<file path="src/rtl/regfile_write_arbiter.sv">
// Round-robin arbiter sharing the register file's single write port among
// NUM_REQ writeback requesters, with a watchdog on the register file's reg_ack.
module regfile_write_arbiter #(
    parameter int NUM_REQ     = 2,
    parameter int ADDR_W      = 4,
    parameter int DATA_W      = 16,
    parameter int ACK_TIMEOUT = 8,
    localparam int GID_W      = (NUM_REQ > 1) ? $clog2(NUM_REQ) : 1
) (
    input  logic                        clk,
    input  logic                        rst,
    input  logic [NUM_REQ-1:0]          req_valid,
    input  logic [NUM_REQ*ADDR_W-1:0]   req_addr,
    input  logic [NUM_REQ*DATA_W-1:0]   req_data,
    output logic [NUM_REQ-1:0]          req_ack,
    output logic                        write_en,
    output logic [ADDR_W-1:0]           write_addr,
    output logic [DATA_W-1:0]           write_data,
    input  logic                        reg_ack,
    output logic [GID_W-1:0]            grant_id,
    output logic                        busy,
    output logic                        err_timeout
);

    localparam int CNT_W = $clog2(ACK_TIMEOUT);

    localparam logic [1:0] IDLE     = 2'd0;
    localparam logic [1:0] WRITE    = 2'd1;
    localparam logic [1:0] WAIT_ACK = 2'd2;
    localparam logic [1:0] DONE     = 2'd3;

    logic [1:0]        state;
    logic [GID_W-1:0]  last;
    logic [CNT_W-1:0]  cnt;

    logic              found;
    logic [GID_W-1:0]  pick;
    logic [ADDR_W-1:0] pick_addr;
    logic [DATA_W-1:0] pick_data;
    int                cand;

    assign busy = (state != IDLE);

    // Search last+1, last+2, ... (wrapping) and take the first valid requester.
    // NOTE: every always_comb output gets a default first so no path leaves it
    // unassigned, which would otherwise infer a latch.
    always_comb begin
        found     = 1'b0;
        pick      = last;
        pick_addr = '0;
        pick_data = '0;
        cand      = 0;
        for (int off = 1; off <= NUM_REQ; off++) begin
            cand = int'(last) + off;
            if (cand >= NUM_REQ) cand = cand - NUM_REQ;
            for (int i = 0; i < NUM_REQ; i++) begin
                if (!found && (i == cand) && req_valid[i]) begin
                    found     = 1'b1;
                    pick      = GID_W'(i);
                    pick_addr = req_addr[i*ADDR_W +: ADDR_W];
                    pick_data = req_data[i*DATA_W +: DATA_W];
                end
            end
        end
    end

    // NOTE: sequential state uses non-blocking assignments so every register
    // samples pre-edge values regardless of statement order.
    always_ff @(posedge clk) begin
        if (rst) begin
            state       <= IDLE;
            req_ack     <= '0;
            write_en    <= 1'b0;
            write_addr  <= '0;
            write_data  <= '0;
            grant_id    <= '0;
            err_timeout <= 1'b0;
            last        <= GID_W'(NUM_REQ - 1);
            cnt         <= '0;
        end else begin
            req_ack  <= '0;
            write_en <= 1'b0;
            case (state)
                IDLE: begin
                    if (found) begin
                        write_addr <= pick_addr;
                        write_data <= pick_data;
                        grant_id   <= pick;
                        write_en   <= 1'b1;
                        state      <= WRITE;
                    end
                end
                WRITE: begin
                    cnt   <= '0;
                    state <= WAIT_ACK;
                end
                WAIT_ACK: begin
                    // A missing reg_ack still completes the transaction so the
                    // requester is never left hanging; the sticky flag records it.
                    if (reg_ack) begin
                        req_ack <= NUM_REQ'(1) << grant_id;
                        state   <= DONE;
                    end else if (cnt == CNT_W'(ACK_TIMEOUT - 1)) begin
                        req_ack     <= NUM_REQ'(1) << grant_id;
                        err_timeout <= 1'b1;
                        state       <= DONE;
                    end else begin
                        cnt <= cnt + 1'b1;
                    end
                end
                DONE: begin
                    last  <= grant_id;
                    state <= IDLE;
                end
                default: state <= IDLE;
            endcase
        end
    end

endmodule

</file>
<file path="config.mk">
export PLATFORM = sky130hd
export DESIGN_NAME = regfile_write_arbiter
export DESIGN_NICKNAME = d
export VERILOG_FILES = /design/src/rtl/regfile_write_arbiter.sv
export SDC_FILE = /design/constraint.sdc
export NUM_CORES = 1
export LEC_CHECK = 0
export ABC_AREA = 1
export CORE_ASPECT_RATIO = 1.2
export CORE_MARGIN = 5
export CORE_UTILIZATION = 40
export DETAILED_ROUTE_END_ITERATION = 12
export GPL_TIMING_DRIVEN = 0
export PLACE_DENSITY = 0.84
export SYNTH_ARGS = -nofsm -noshare
export SYNTH_HDL_FRONTEND = slang
export SYNTH_SLANG_ARGS = --single-unit
export TNS_END_PERCENT = 20
</file>
<file path="constraint.sdc">
create_clock -name clk -period 1.7 [get_ports clk]
set_input_delay 0.17 -clock clk [delete_from_list [all_inputs] [get_ports clk]]
set_output_delay 0.17 -clock clk [all_outputs]
set_load 0.02 [all_outputs]
</file>
==> results of run 1 <==
-- per-layer routing --
layer	vias up	wire, microns	global-route usage
li1	902	-	-
met1	688	1705	0.1814
met2	40	2234	0.2989
met3	12	229	0.05070
met4	0	112	0.06362
met5	-	0	0
-- registers in the layout (all words and copies together) (netlist names) --
| name | flops |
|---|---|
| write_addr | 4 |
| state | 2 |
| err_timeout | 1 |
| write_data | 16 |
| last | 1 |
| req_ack | 2 |
| grant_id | 1 |
| write_en | 1 |
| cnt | 3 |
-- kinds of logic after synthesis --
kind of cell / after synthesis / share of synthesized area
buffers and inverters: 41 / 0.1293
adders and majority gates: 7 / 0.05356
AOI/OAI and AO/OA: 11 / 0.03749
and+or+nand+nor: 166 / 0.4002
DFF: 31 / 0.3795
-- per-stage QoR --
step,area (sq um),utilization,worst slack (ps)
after CTS,2480,0.6292,76.85
after global placement,2394,0.6073,132.6
after floorplan,1635,-,414.7
final,2480,0.6292,86.97
after detailed placement,2394,0.6073,114.5
after global routing,2480,0.6292,2.603
-- cell type report --
| class | count | share of cell area |
|---|---|---|
| multi-input cells | 184 | 0.3239 |
| repair buffers | 69 | 0.2780 |
| flip-flops and latches | 31 | 0.2503 |
| inverters | 30 | 0.04541 |
| plain buffers | 11 | 0.03986 |
| clock buffers | 6 | 0.03330 |
| well taps | 54 | 0.02725 |
| clock inverters | 1 | 0.002018 |
-- worst max path at each step --
stage                                to  depth (start not counted)  slack [ps]                   from
global route                       busy                          4           3  state[0]$_SDFFE_PP0P_
global placement                   busy                          4         130  state[0]$_SDFFE_PP0P_
CTS                                busy                          4          80  state[0]$_SDFFE_PP0P_
floorplan           cnt[0]$_SDFFE_PP0P_                          7         410    cnt[0]$_SDFFE_PP0P_
finish                             busy                          4          90  state[0]$_SDFFE_PP0P_
detailed placement                 busy                          4         110  state[0]$_SDFFE_PP0P_
-- layout by cell type, fill, tap and decap left out, drive strengths merged --
| cell type | Yosys | layout |
|---|---|---|
| nand2 | 114 | 114 |
| clkdlybuf4s50 | 0 | 68 |
| nor2 | 45 | 45 |
| dfxtp | 31 | 31 |
| inv | 30 | 30 |
| buf | 11 | 11 |
| a21oi | 8 | 8 |
| ha | 7 | 7 |
| clkbuf | 0 | 6 |
| nand3 | 4 | 4 |
| o21ai | 2 | 2 |
| nor4 | 1 | 1 |
| nor4b | 1 | 1 |
| nor3b | 1 | 1 |
| o21a | 1 | 1 |
| clkinv | 0 | 1 |
| dlygate4sd2 | 0 | 1 |
-- where the power goes --
group / switching, mW / internal (mW)
combinational: 0.971 / 0.803
clock: 0.258 / 0.317
sequential: 0.119 / 0.944
-- repair_timing --
item	in CTS	in global routing
resized for setup	1	0
setup buffers	0	0
setup endpoints to repair	1	0
hold buffers	0	0
-- worst reg2reg max path: stages, from the launching register on --
cell and delay (ps):
dfxtp_1 330, ha_1 200, ha_1 190, nor2_1 180, nand2_1 200, inv_1 150
o21ai_0 90, a21oi_1 130
==> impl_metrics.toml, run 1 <==
[cts]
clock-sinks = 31
clock_path_buffers = 2
htree_levels = 2
clk_pin_slew_ps = 60
clkLatencyLatePin_ps = 280
cts-buffers-inserted = 5
root_buffer = "clkbuf_8"
tritoncts = "built"

[run]
max_cap_viol_count = 0

[yosys]
synthFlopType = "dfxtp_1"
synthMostInstantiatedCell = "nand2_1"
synth_edf_count = 0
synth_commonest_cells = "110 x nand2_1, 45 x nor2_1, 31 x dfxtp_1, 27 x inv_1"
synth.area.top_cells = "dfxtp_1 38%, nand2_1 25%, nor2_1 10%, inv_1 6.2%, ha_1 5.4%"
yosysUniqueCellTypes = 19
ys_ff_latch = 31
synth_nets = 308
yosysTopAreaCellShare = 0.3795
ys_warn_count = 0
synth_area_leader_cell = "dfxtp_1"
yosysSeqAreaShare = 0.3795
ys_async_sr_fraction = 0
syn_avg_cell_area_sq_um = 6.388
syn_area_sq_um = 1635
syn-instance-count = 256

[drt]
postRouteWirelength_microns = 4282
vias = 1642
viasPerCell = 4.254
antenna_left = 0
drt_iter0_drc = 51
drc = 0
routedWlPerCell_microns = 11.09
dr.pass1.iters = 4

[floorplan]
fp-row-count = 25
die-height_microns = 80.04
die-area_sq_um = 5472
io_pins = 71
initial_utilization = 0.4149
design.core.area_sq_um = 3941
die_w_microns = 68.37

[timing]
setup_viol = 0
slew_headroom = 0.8233
fin_crit_sh = 0.9488
whs_ps = 151.3
slew_viol_final = 0
fin_tns_setup_ps = 0
clock.fmax_mhz = 620.0
hold_viol = 0
worstMarginPinSlew_ps = 261.4
min_period_ps = 1613
rsz0062_at_grt = "no"
fin_worst_skew_ps = 2.951

[cells_and_area]
area_growth_pct = 51.65
antennaDiodeCount = 0
drive_above_1_share = 0.07831
seqCellArea_sq_um = 620.6
multi_input_area_sq_um = 803.3
layout.cells.non_filler = 386
nFillCells = 363
fin_nets = 384

[worst_hold_path]
hold_path_depth = 2
min_to = "grant_id$_SDFFE_PP0P_"
min_path_type = "in -> reg"
hold_start = "rst"

[critical_path]
startpoint_type = "flop"
worstPathCellList = "inv_1 > ha_1 > inv_1 > dlygate4sd2_1"
regToRegSetupSlack_ps = 170
required_ps = 1530
rr_worst_depth = 7
path_buf_inv = 3
critPathMaxStageDelay_ps = 390
critPathCaptureType = "output pin"
worst_r2r_startpoint = "cnt[0]$_SDFFE_PP0P_"
cp_common_cell = "inv_1"
crit_fanout = 4
worstSetupPathType = "reg -> out"
crit_path_top_delay_cell = "dfxtp_1"
cp.arrival_ps = 1440
path_delay_family = "buffers and inverters"
r2r_end = "cnt[0]$_SDFFE_PP0P_"

[pwr]
finalPower_mw = 3.412
peakVddDrop_uv = 884.2
p_leak_nw = 1.227
powerDensity_nw_per_um2 = 1376

[place]
portBuffers = 69
placedCellCount = 379
place.gp.congestion = 0.8062
hpwl_microns = 3346

[outcome]
outcome = "completed"

[global_route]
grt_antenna_before_repair = 0
track_usage = 0.1682
grt_pass1_vias = 1606
grt_pass1_wl_microns = 6975
grt_max_degree = 11
overflow = 0
(Power assumes the default switching activity.)
==> inputs of run 2 (changes only) <==
--- a/config.mk
+++ b/config.mk
@@ -7,7 +7,7 @@
 export LEC_CHECK = 0
 export ABC_AREA = 1
 export CORE_ASPECT_RATIO = 1.2
-export CORE_MARGIN = 5
+export CORE_MARGIN = 8
 export CORE_UTILIZATION = 40
 export DETAILED_ROUTE_END_ITERATION = 12
 export GPL_TIMING_DRIVEN = 0
==> run 2 against run 1 <==
  * Maximum frequency grew 7.0%
  * Sequential share of layout area down 0.088 points
  * Sequential cell count is the same
  * Non-clock buffer count unchanged
  * Worst hold slack worse by 3.4 ps
  * Wire length grew 3.8%
  * Critical path depth is 3 higher
  * Combinational power about the same
  * Highest routed layer unchanged
==> impl_metrics.toml, run 2 (same netlist as run 1, synthesis figures left out) <==
[critical_path]
path_buf_inv = 1
crit_fanout = 7
required_ps = 1910
critPathCaptureType = "flop"
path_delay_family = "simple AND/OR/NAND/NOR gates"
crit_path_top_delay_cell = "dfxtp_1"
cp-startpoint = "cnt[0]$_SDFFE_PP0P_"
startpoint_type = "flop"
worstSetupPathType = "reg -> reg"
worst_r2r_startpoint = "cnt[0]$_SDFFE_PP0P_"
cp.arrival_ps = 1710
worstPathCellList = "ha_1 > ha_1 > nor2_1 > nand2_1 > inv_1 > nand2_1 > a21oi_1"
critPathMaxStageDelay_ps = 330

[timing]
finalWorstSetupSlack_ps = 191.9
fin_worst_skew_ps = 7.144
fin_crit_sh = 0.8871
hold_viol = 0
fin_tns_setup_ps = 0
min_period_ps = 1508
clock.fmax_mhz = 663.1
slew_viol_final = 0
rsz0062_at_grt = "no"
worstMarginPinSlew_ps = 257.2
slew_headroom = 0.8280
setup_viol = 0

[cells_and_area]
design_area_sq_um = 2489
layout.cells.non_filler = 387
mostFrequentLayoutCells = "110 x nand2_1, 68 x clkdlybuf4s50_1, 45 x nor2_1"
fin_nets = 384
layout_commonest_cell = "nand2_1"
top_register = "write_data"
area_growth_pct = 52.18
antennaDiodeCount = 0
largest_register_ffs = 16
reg.largest.list = "write_data: 16 flops, write_addr: 4 flops, cnt: 3 flops"
drive_above_1_share = 0.08108

[place]
place.gp.congestion = 0.7632
dp_slack_ps = 107.8
postPlaceCellArea_sq_um = 2394
hpwl_microns = 3484
portBuffers = 69
placedCellCount = 379

[worst_hold_path]
min_path_type = "in -> reg"
hold_start = "rst"

[cts]
clk_pin_slew_ps = 60
cts-buffers-inserted = 5
htree_levels = 2
tritoncts = "built"
cts_hold_repair.buffers = 0
root_buffer = "clkbuf_8"
clkLatencyLatePin_ps = 280
cts_setup_buffers = 0
clock-sinks = 31
clock_path_buffers = 2

[drt]
drt_iter0_drc = 81
viasPerCell = 4.300
dr.pass1.iters = 4
routedWlPerCell_microns = 11.48
drc = 0
postRouteWirelength_microns = 4443
vias = 1664
antenna_left = 0

[floorplan]
die_w_microns = 74.37
fp-row-count = 25
io_pins = 71
initial_utilization = 0.4149
die-area_sq_um = 6399
design.core.area_sq_um = 3941
die-height_microns = 86.04

[global_route]
grt_pass1_wl_microns = 7341
grt_pass1_vias = 1705
grt_max_degree = 11
track_usage = 0.1467
overflow = 0
grt_antenna_before_repair = 0

[pwr]
finalPower_mw = 3.465
powerDensity_nw_per_um2 = 1392
peakVddDrop_uv = 742.5
p_leak_nw = 1.230

[run]
max_cap_viol_count = 0

[outcome]
outcome = "completed"
-- run 2: cell types whose count changed in the layout (fill, tap and decap cells not counted), sizes merged --
cell / change
clkbuf: +3
clkinv: -1
dlygate4sd2: -1
-- run 2: per-layer routing --
metal	track usage	wire length, microns	vias up
met5	0	0	-
met4	0.05357	56	0
met3	0.05834	324	6
met2	0.2716	2405	37
met1	0.1376	1658	710
li1	-	-	911
-- run 2: path summary, 6_finish.rpt --
path / to / slack (ps) / cells after the start
setup reg to reg: cnt[2]$_SDFFE_PP0P_ / 190 / 7
hold reg to reg: cnt[0]$_SDFFE_PP0P_ / 470 / 1
hold / removal: grant_id$_SDFFE_PP0P_ / 150 / 2
setup / recovery: cnt[2]$_SDFFE_PP0P_ / 190 / 7
-- run 2: repair_timing --
action	CTS	global route
resized for setup	1	2
endpoints found under the hold margin	0	0
cloned	0	0
setup endpoints to repair	1	1
-- run 2: final cells by class --
cell class,instances,area (sq um)
multi-input cells,184,803.3
flip-flops and latches,31,620.6
well taps,54,67.56
plain buffers,11,98.84
clock buffers,8,100.1
fillers,372,1453
inverters,30,112.6
repair buffers,69,685.7
-- run 2: through the flow --
step | hold slack [ps] | util
floorplan | 387.6 | -
global placement | 439.7 | 0.6073
detailed placement | 443.3 | 0.6073
CTS | 137.9 | 0.6324
global route | 160.7 | 0.6314
finish | 147.9 | 0.6314
-- run 2: power by group --
part | switching (mW) | internal [mW] | total, mW
registers | 0.111 | 0.944 | 1.06
clock network | 0.257 | 0.369 | 0.626
logic | 0.984 | 0.800 | 1.78
total | 1.35 | 2.11 | 3.46
